[config.mk]
export PLATFORM = sky130hd
export DESIGN_NAME = image_op_sequencer
export DESIGN_NICKNAME = d
export VERILOG_FILES = /design/src/rtl/image_op_sequencer.sv
export SDC_FILE = /design/constraint.sdc
export NUM_CORES = 1
export LEC_CHECK = 0
export CAP_MARGIN = 25
export CORE_UTILIZATION = 25
export CTS_BUF_LIST = sky130_fd_sc_hd__clkbuf_4 sky130_fd_sc_hd__clkbuf_8
export DETAILED_ROUTE_END_ITERATION = 16
export HOLD_SLACK_MARGIN = 0.03
export SLEW_MARGIN = 20
export SYNTH_ARGS = -nofsm -noshare
export SYNTH_HDL_FRONTEND = slang
export SYNTH_SLANG_ARGS = --single-unit
[constraint.sdc]
create_clock -name clk -period 2.9 [get_ports clk]
set_input_delay 0.58 -clock clk [delete_from_list [all_inputs] [get_ports clk]]
set_output_delay 0.58 -clock clk [all_outputs]
set_load 0.01 [all_outputs]
[src/rtl/image_op_sequencer.sv]
// Schedules the mirror/gray/filter engines in fixed order 0->1->2 and grants the
// shared image-memory port to whichever engine is running, with a per-op watchdog.
module image_op_sequencer #(
    parameter int TIMEOUT_CYCLES = 65536,
    parameter int TO_W           = 17
) (
    input  logic        clk,
    input  logic        rst,
    input  logic        cmd_valid,
    output logic        cmd_ready,
    input  logic [2:0]  cmd_ops,
    output logic [2:0]  eng_start,
    input  logic [2:0]  eng_done,
    input  logic [17:0] eng_row,
    input  logic [17:0] eng_col,
    input  logic [2:0]  eng_we,
    input  logic [71:0] eng_pix,
    output logic [5:0]  row,
    output logic [5:0]  col,
    output logic        out_we,
    output logic [23:0] out_pix,
    output logic        busy,
    output logic        seq_done,
    output logic        timeout_err,
    output logic [1:0]  cur_op
);

    typedef enum logic [2:0] {
        S_IDLE,
        S_LAUNCH,
        S_WAIT,
        S_NEXT,
        S_DONE
    } state_t;

    localparam logic [TO_W-1:0] WD_LAST = TO_W'(TIMEOUT_CYCLES - 1);

    state_t          state;
    state_t          state_next;
    logic [2:0]      pending;
    logic [1:0]      idx;
    logic [TO_W-1:0] watchdog;
    logic            granted_done;
    logic            expired;

    function automatic logic [1:0] lowest_bit(input logic [2:0] mask);
        if (mask[0])      return 2'd0;
        else if (mask[1]) return 2'd1;
        else              return 2'd2;
    endfunction

    assign granted_done = eng_done[idx];
    assign expired      = (watchdog == WD_LAST);

    always_ff @(posedge clk) begin
        if (rst) state <= S_IDLE;
        else     state <= state_next;
    end

    // Done is tested before expiry so a finish on the last watchdog cycle still counts.
    always_comb begin
        state_next = state;
        case (state)
            S_IDLE:   if (cmd_valid) state_next = (cmd_ops == 3'b000) ? S_DONE : S_LAUNCH;
            S_LAUNCH: state_next = S_WAIT;
            S_WAIT: begin
                if (granted_done) state_next = S_NEXT;
                else if (expired) state_next = S_IDLE;
            end
            S_NEXT:   state_next = (pending != 3'b000) ? S_LAUNCH : S_DONE;
            S_DONE:   state_next = S_IDLE;
            default:  state_next = S_IDLE;
        endcase
    end

    always_ff @(posedge clk) begin
        if (rst) begin
            pending     <= 3'b000;
            idx         <= 2'd0;
            watchdog    <= '0;
            timeout_err <= 1'b0;
        end else begin
            case (state)
                S_IDLE: begin
                    if (cmd_valid) begin
                        pending     <= cmd_ops;
                        idx         <= lowest_bit(cmd_ops);
                        timeout_err <= 1'b0;
                    end
                end
                S_LAUNCH: watchdog <= '0;
                S_WAIT: begin
                    if (!expired) watchdog <= watchdog + TO_W'(1);
                    if (granted_done) begin
                        pending[idx] <= 1'b0;
                    end else if (expired) begin
                        timeout_err <= 1'b1;
                        pending     <= 3'b000;
                    end
                end
                S_NEXT:   idx <= lowest_bit(pending);
                default:  ;
            endcase
        end
    end

    // Handshake outputs are forced low while reset is held, whatever the state.
    always_comb begin
        cmd_ready = 1'b0;
        busy      = 1'b0;
        eng_start = 3'b000;
        seq_done  = 1'b0;
        cur_op    = 2'd3;
        row       = 6'd0;
        col       = 6'd0;
        out_we    = 1'b0;
        out_pix   = 24'd0;
        if (!rst) begin
            cmd_ready = (state == S_IDLE);
            busy      = (state != S_IDLE);
            seq_done  = (state == S_DONE);
            if (state == S_LAUNCH) eng_start = 3'b001 << idx;
        end
        if (state == S_LAUNCH || state == S_WAIT) cur_op = idx;
        if (state == S_WAIT) begin
            row     = eng_row[6*idx +: 6];
            col     = eng_col[6*idx +: 6];
            out_we  = eng_we[idx];
            out_pix = eng_pix[24*idx +: 24];
        end
    end

endmodule

Word-level counts from Yosys, hierarchy flattened
Index checks and enable logic that the tools add are counted.
- flip-flop bits (word level): 26
- input port bits: 120
- output and inout port bits: 46
- logic and storage cells: 77
- add/sub/neg operators: 1
- $mul: 2
- $lt $le $gt $ge: 2
- equal/unequal tests: 10
- shift operators: 4
- muxes and demuxes: 37
- bitwise operators: 2
- reduce and logical (&&, ||, !) cells: 14
- operator list (operator ; count):
    variable part select 72 x 8 -> 24 bit ; 1
    variable part select 18 x 6 -> 6 bit ; 2
    case mux 17 bit (2 select lines) ; 1
    2-to-1 mux 3 bit ; 9
    2-to-1 mux 24 bit ; 1
    adder 17 x 1 -> 17 bit (second input constant) ; 1
    == test 17 x 16 -> 1 bit (second input constant) ; 1
    2-to-1 mux 17 bit ; 1
    2-to-1 mux 2 bit ; 6
    2-to-1 mux 6 bit ; 2
    case mux 3 bit (4 select lines) ; 1
    2-to-1 mux 1 bit ; 10
    multiplier 2 x 2 -> 4 bit (first input constant) ; 2
    != test 2 bit (second input constant) ; 4
    == test 3 x 2 -> 1 bit (second input constant) ; 2
    logical NOT 3 bit ; 2
    case mux 3 bit (2 select lines) ; 1
    AND reduction 2 bit ; 3
    nonzero test 2 bit ; 3
    nonzero test 3 bit ; 2
    binary-select mux 1 bit (select 2 bit) ; 2
    case mux 2 bit (2 select lines) ; 1
    AND reduction 4 bit ; 1
    bitwise AND 3 bit ; 1
    other kinds (12) ; 12

Longest topological paths before layout
Gate-level depths: netlist (run 1).
- depth in word-level cells: 8
- depth in mapped cells: 10
- depth with buffers taken out: 9

Worst setup path after synthesis (run 1)
No wires, ideal clock.
- path kind: register to register
- start point: reg watchdog[0]
- end point: reg watchdog[14]
- setup time: 71 ps
- arrival: 2490 ps
- data required time: 2829 ps
- setup slack: 339 ps
- cell stages (with the launch flop): 11
- path buffers: 1
- clock period less this slack: 2561 ps
- cell sequence: dfxtp_1 ha_1 nand2_1 nor2_1 and3_1 ha_1 or4b_1 buf_2 a211o_1 or4_1 a21oi_1
- word-level cells in the longest chain between the ends: 3
- elaborated cells on any way between the ends: 6
- classes of those cells: add/sub (1); eq/ne (2); mux (2); reduce/logical (1)
- ends and longest elaborated chain (what ; RTL line ; RTL):
    start, declared ; 42 ; logic [TO_W-1:0] watchdog;
    start signal, assigned ; 93 ; if (!expired) watchdog <= watchdog + TO_W'(1);
    adder 17 x 1 -> 17 bit or == test 17 x 16 -> 1 bit (tied branches) ; 93, 53 ;
    2-to-1 mux 17 bit or != test 2 bit (tied branches) ; - ;
    case mux 17 bit (2 select lines) or AND reduction 2 bit (tied branches) ; - ;
Several ways; a longest one is shown, not always the timed one. The select of a mux whose other input is x is not followed.
A chain may end at the register's enable or synchronous reset.

Final worst setup path (run 1)
- start point: in rst
- end point: out eng_start[2]
- word-level cells in the longest chain between the ends: 1
- ends and longest elaborated chain (what ; RTL line ; RTL):
    start, declared ; 8 ; input logic rst,
    2-to-1 mux 3 bit ; 118 ; if (!rst) begin
    end, declared ; 12 ; output logic [2:0] eng_start,
No other way between the ends.

==> impl_results.md, run 1 <==
* Fin crit share at 0.968
* H-tree levels at 1
* Sequential element share of the synthesized area at 0.222
* Dpl hpwl at 7340 um
* Drt initial violations at 103
* Final ANT Viol Nets at 0
* Setup ws final at 0.0931 ns
* Avg Inst Size Synth at 6.79 um2
* CP Capture Type: primary output
* Syn Nets at 468
* N_diodes at 0
* Vias/cell at 4.91
* Vias in the first global route at 2,884
* Slew @ Worst Pin at 0.526 ns
* Critical path type: input pin to primary output
* CTS root buffer: clkbuf_8
* Post-route setup TNS at 0 ns
* FP Rows at 35
* Largest net degree at the start of global routing at 49
* Area growth syn-to-layout at 80.6%
* Async set-reset flop share out of synthesis at 0
* Status: finished with violations
* Routed wire length at 9160 um
* DRT Pass-1 Iters at 12
* Congestion Overflow GR at 0
* CTS Buffer Depth at 2
* Top post-synthesis cells by count: nor2_1 (102), a21oi_1 (51), mux2i_1 (39), dfxtp_1 (26), clkbuf_1 (16)
* # DRC at 1
* Worst rel slew slack at 0.640
* Die W at 99.0 um
* DR vias at 3,017
* Failing checks: design-rule violations
* Final-report hold violation count at 0
* Worst Path Arrival at 2.23 ns
* Postcts setup bufs at 0
* Synth Flop Type: dfxtp_1
* Worst-Skew Late Latency at 0.28 ns
* Synth cell types at 48
* # IOs at 166
* Setup-failing EPs final at 0
* DIE AREA at 0.00979 mm2
* Initial Util at 0.257
* Mapped Area at 0.00235 mm2
* Average wire per standard cell at 14.9 um
* CTS Buf Count at 3
* Final Max Slew Viols at 0
* PwrDens at 407 mW/mm2
* Synth top area share at 0.222
* Post-synthesis register bit count at 26
* Core area at 0.00915 mm2
* Dpl ws at 0.102 ns
* Crit path required time at 2.32 ns
* Nets at 627
* Post-synth EDFFs at 0
* Post-synthesis cell count at 346
* Final min period at 2.81 ns
* Die H at 99.0 um
* Startpoint Class: input pin
* Cell taking the most area after synthesis: dfxtp_1
* Fmax at 0.356 GHz
* # clock sinks at 26
* Max VDD drop at 0.165 mV
* Global placer's final weighted congestion at 0.816
* PortBufs at 165
* Top-count cell post-synth: nor2_1
* RSZ-0062 raised after global routing: no
* Layout cells sized above 1 at 0.0496
* Antenna violations before repair at 0
* Yosys Warn Count at 0
* Clock skew at 0.0130 ns
* Leak at 1.47 nW
* Min-delay worst type: flop to flop
* First-pass GRT wire length at 14,400 um
* CP Max Fanout at 4
* Global-route usage over all layers at 0.181
* Max Cap Violations at 0
* CTS tree: yes
* R2R Setup Slk at 0.16 ns
* Clock slew seen by the registers of the worst setup and hold paths at 0.10 ns
* Dominant cells by area after synthesis: dfxtp_1 (22%), mux2i_1 (17%), nor2_1 (16%)
## sequential cells by signal (all words and copies together), names as in the netlist
signal       cells
pending          3
timeout_err      1
idx              2
watchdog        17
state            3
## worst max-delay path, stage by stage
cell and delay (ns):
clkdlybuf4s50_1 0.48, nor2_1 0.17, nand3_1 0.18, nor3b_1 0.25, clkdlybuf4s50_1 0.57
## layout make-up
class	count	area [um2]
Sequential cell	26	522
Clock inverter	1	30.0
Clock buffer	3	41.3
Tap cell	111	139
Fill cell	930	4910
Multi-Input combinational cell	288	1710
Inverter	6	22.5
Timing Repair Buffer	180	1780
## through the flow
step	hold WS, ns	utilization	area (um2)	instances	power (mW)
floorplan	0.442	-	2350	346	0.925
global placement	0.467	0.455	4170	611	1.43
detailed placement	0.469	0.455	4170	611	1.43
CTS	0.487	0.463	4240	615	1.75
global route	0.518	0.464	4240	615	1.85
finish	0.483	0.464	4240	615	1.73
## cell families after synthesis
| group | share of synthesized area |
|---|---|
| buf+inv | 0.0538 |
| flops | 0.222 |
| xor+xnor | 0.0335 |
| mux | 0.166 |
| simple gates | 0.304 |
| fa+ha+maj | 0.0106 |
| compound gates | 0.210 |
## path summary, 6_finish.rpt
path | from | to | cells after the start
max | rst | eng_start[2] | 5
min | watchdog[15] | watchdog[15] | 2
max reg2reg | watchdog[0] | watchdog[14] | 9
min reg2reg | watchdog[15] | watchdog[15] | 2
## timing repair
item | 4_1_cts | 5_1_grt
resized for setup | 0 | 1
hold buffers | 0 | 0
endpoints found under the setup margin | 0 | 1
## power by group
part | internal [mW] | switching [mW] | total [mW]
Sequential | 0.379 | 0.0491 | 0.429
Combinational | 0.530 | 0.463 | 0.994
Clock | 0.185 | 0.120 | 0.305
## metal layers
| metal | up-vias | track usage | wire (um) |
|---|---|---|---|
| li1 | 1543 | - | - |
| met1 | 1369 | 0.214 | 3780 |
| met2 | 100 | 0.331 | 4630 |
| met3 | 5 | 0.0518 | 680 |
| met4 | 0 | 0.0241 | 68 |
| met5 | - | 0 | 0 |
## layout by cell type (no fill, tap or decap), types with 2 or more instances in the layout
| cell type | count |
|---|---|
| clkdlybuf4s50_1 | 165 |
| nor2_1 | 102 |
| a21oi_1 | 51 |
| mux2i_1 | 39 |
| dfxtp_1 | 25 |
| buf_4 | 14 |
| nand2_1 | 9 |
| o21ai_0 | 8 |
| inv_1 | 6 |
| nor3_1 | 5 |
| nand3_1 | 5 |
| or3_1 | 5 |
| xor2_1 | 5 |
| nand4_1 | 4 |
| xnor2_1 | 4 |
| nand3b_1 | 4 |
| o211ai_1 | 4 |
| and3_1 | 3 |
| nor2b_1 | 3 |
| o2111ai_1 | 3 |
| clkbuf_8 | 3 |
| nor4b_2 | 2 |
| nor3b_1 | 2 |
| nand2b_1 | 2 |
| o41ai_1 | 2 |
| o31ai_1 | 2 |
| or4_1 | 2 |
| a2111oi_0 | 2 |
| ha_1 | 2 |
No activity file was read; power rests on OpenSTA's default activity.
==> run 2: changes to the inputs <==
REMOVE_ABC_BUFFERS = 1   (was default)
clock period = 3.3 ns   (was 2.9 ns; I/O delays follow)
==> impl_results.md, run 2 (same netlist as run 1, synthesis figures left out) <==
* Status: finished, final reports clean (was finished with violations)
* Clock network power share at 0.177 (about the same)
* Slew @ Worst Pin at 0.645 ns (was 0.526 ns)
* Crit path required time at 2.64 ns (was 2.32 ns)
* DR vias at 3,058 (was 3,017)
* DIE AREA at 0.00979 mm2 (unchanged)
* CP Max Fanout at 30 (was 4)
* Die W at 99.0 um (unchanged)
* Internal power at 954 uW (was 1.09 mW)
* Leak at 1.46 nW (was 1.47 nW)
* Sequential share of power at 0.245 (was 0.248)
* Final-report hold violation count at 0 (unchanged)
* Worst-Skew Late Latency at 0.27 ns (was 0.28 ns)
* Min-delay worst type: flop to flop (unchanged)
* First-pass GRT wire length at 14,500 um (was 14,400 um)
* Nets at 626 (was 627)
* Startpoint Class: flop (was input pin)
* Final Max Slew Viols at 0 (unchanged)
* Worst Path Arrival at 2.28 ns (was 2.23 ns)
* # clock sinks at 26 (unchanged)
* Non-Filler Instances at 614 (was 615)
* Final min period at 2.94 ns
* Clock slew seen by the registers of the worst setup and hold paths at 0.10 ns (about the same)
* Comb pwr share at 0.578 (was 0.575)
* Flip-flop count of the largest register after layout at 17 (unchanged)
* Congestion Overflow GR at 0 (unchanged)
* Worst rel slew slack at 0.559 (was 0.640)
* Initial Util at 0.257 (unchanged)
* Antenna violations before repair at 0 (unchanged)
* # IOs at 166 (unchanged)
* Critical path type: flop to primary output (was input pin to primary output)
* Clock skew at 0.00903 ns (was 0.0130 ns)
* Global placer's final weighted congestion at 0.790 (was 0.816)
* Most frequent cells in the layout: clkdlybuf4s50_1 (165), nor2_1 (102), a21oi_1 (51) (unchanged)
* Slowest stage delay, CP at 0.60 ns (was 0.57 ns)
* Met1 Usage GRT at 0.235 (was 0.214)
* CP Capture Type: primary output (unchanged)
* Routed wire length at 9080 um (was 9160 um)
* PwrDens at 357 mW/mm2 (was 407 mW/mm2)
* Largest Register: watchdog (unchanged)
* Placed insts at 610 (was 611)
* CTS root buffer: clkbuf_8 (unchanged)
* Cell area after layout at 0.00422 mm2 (was 0.00424 mm2)
* Area growth syn-to-layout at 79.4% (was 80.6%)
* Net Sw Power at 550 uW (was 632 uW)
* Reg2reg path depth at 9 (unchanged)
* RSZ-0062 raised after global routing: no (unchanged)
* Postcts setup bufs at 0 (unchanged)
* DRT Pass-1 Iters at 4 (was 12)
* Fin crit share at 0.892
* Largest net degree at the start of global routing at 31 (was 49)
* Tot Pwr at 1.50 mW (was 1.73 mW)
* PortBufs at 165 (unchanged)
* # DRC at 0 (was 1)
* Crit-path cells: nor2_1, nand2_1, buf_4, nor2_1, clkdlybuf4s50_1 (was clkdlybuf4s50_1, nor2_1, nand3_1, nor3b_1, clkdlybuf4s50_1)
* Fmax at 0.340 GHz
* CTS tree: yes (unchanged)
* Setup-failing EPs final at 0 (unchanged)
* FP Rows at 35 (unchanged)
* Drt initial violations at 167 (was 103)
* Worst path slowest cell: dfxtp_1 (was clkdlybuf4s50_1)
* # hold bufs at CTS at 0 (unchanged)
* Layout cells sized above 1 at 0.0457 (was 0.0496)
* Most crowded layer after global routing: met2 (unchanged)
* Met2 usage at 0.309 (was 0.331)
* N_diodes at 0 (unchanged)
* Final ANT Viol Nets at 0 (unchanged)
* Hold path depth at 2 (unchanged)
* Die H at 99.0 um (unchanged)
* Dpl hpwl at 7190 um (was 7340 um)
* Commonest non-fill, non-tap cell in the layout: clkdlybuf4s50_1 (unchanged)
* Post-route setup TNS at 0 ns (unchanged)
* Grt met3 use at 0.0454 (was 0.0518)
* Crit path top cell by count: nor2_1 (was clkdlybuf4s50_1)
* H-tree levels at 1 (unchanged)
* Global-route usage over all layers at 0.180 (was 0.181)
* Max Cap Violations at 0 (unchanged)
* Sw frac at 0.366 (about the same)
* Post-DP Area at 0.00415 mm2 (was 0.00417 mm2)
* Vias in the first global route at 2,937 (was 2,884)
* Max VDD drop at 0.168 mV (was 0.165 mV)
* CTS Buf Count at 3 (unchanged)
* Core area at 0.00915 mm2 (unchanged)
* Vias/cell at 4.98 (was 4.91)
* CTS Buffer Depth at 2 (unchanged)
* Biggest regs: watchdog (17), pending (3), state (3) (unchanged)
* Average wire per standard cell at 14.8 um (was 14.9 um)
* FILL cells at 904 (was 930)
* Post_cts resized at 0 (unchanged)
-- run 2: changes by cell type in the layout (fill, tap and decap cells not counted) --
| cell | previous run | this run |
|---|---|---|
| buf_12 | 1 | 0 |
| nor4b_2 | 2 | 1 |
| nor4b_1 | 0 | 1 |
-- run 2: layout make-up --
type	count	area, um2	area share
Tap cell	111	139	0.0329
Clock inverter	1	30.0	0.00712
Timing Repair Buffer	179	1760	0.417
Inverter	6	22.5	0.00534
Clock buffer	3	41.3	0.00979
Multi-Input combinational cell	288	1710	0.404
Sequential cell	26	522	0.124
-- run 2: critical path: cells and delay by family, from the launching register on --
family	cells	cell delay, ns
DFF	1	0.60
buffers and inverters	2	0.92
and+or+nand+nor	3	0.48
-- run 2: power by group through the flow --
stage	clock network [mW]	logic, mW	registers (mW)
3_5_place_dp	0	0.870	0.374
4_1_cts	0.272	0.875	0.367
3_3_place_gp	0	0.868	0.374
5_1_grt	0.290	0.949	0.373
6_report	0.266	0.870	0.368
2_1_floorplan	0	0.379	0.407
-- run 2: stage by stage --
stage	utilization	setup WS, ns	hold WS, ns
after global placement	0.453	0.408	0.469
final	0.461	0.356	0.477
after detailed placement	0.453	0.403	0.466
after CTS	0.461	0.343	0.479
after floorplan	-	-0.209	0.442
after global routing	0.461	0.189	0.510
-- run 2: layer usage --
layer	wire, um	vias to the layer above	part of all wire
li1	-	1538	-
met1	4020	1400	0.44
met2	4340	114	0.48
met3	648	6	0.071
met4	61	0	0.0067
met5	0	-	0
-- run 2: worst paths after layout --
path | start | endpoint | slack [ns]
hold reg to reg | watchdog[15] | watchdog[15] | 0.48
hold / removal | watchdog[15] | watchdog[15] | 0.48
setup / recovery | state[0] | out_pix[4] | 0.36
setup reg to reg | watchdog[0] | watchdog[14] | 0.52
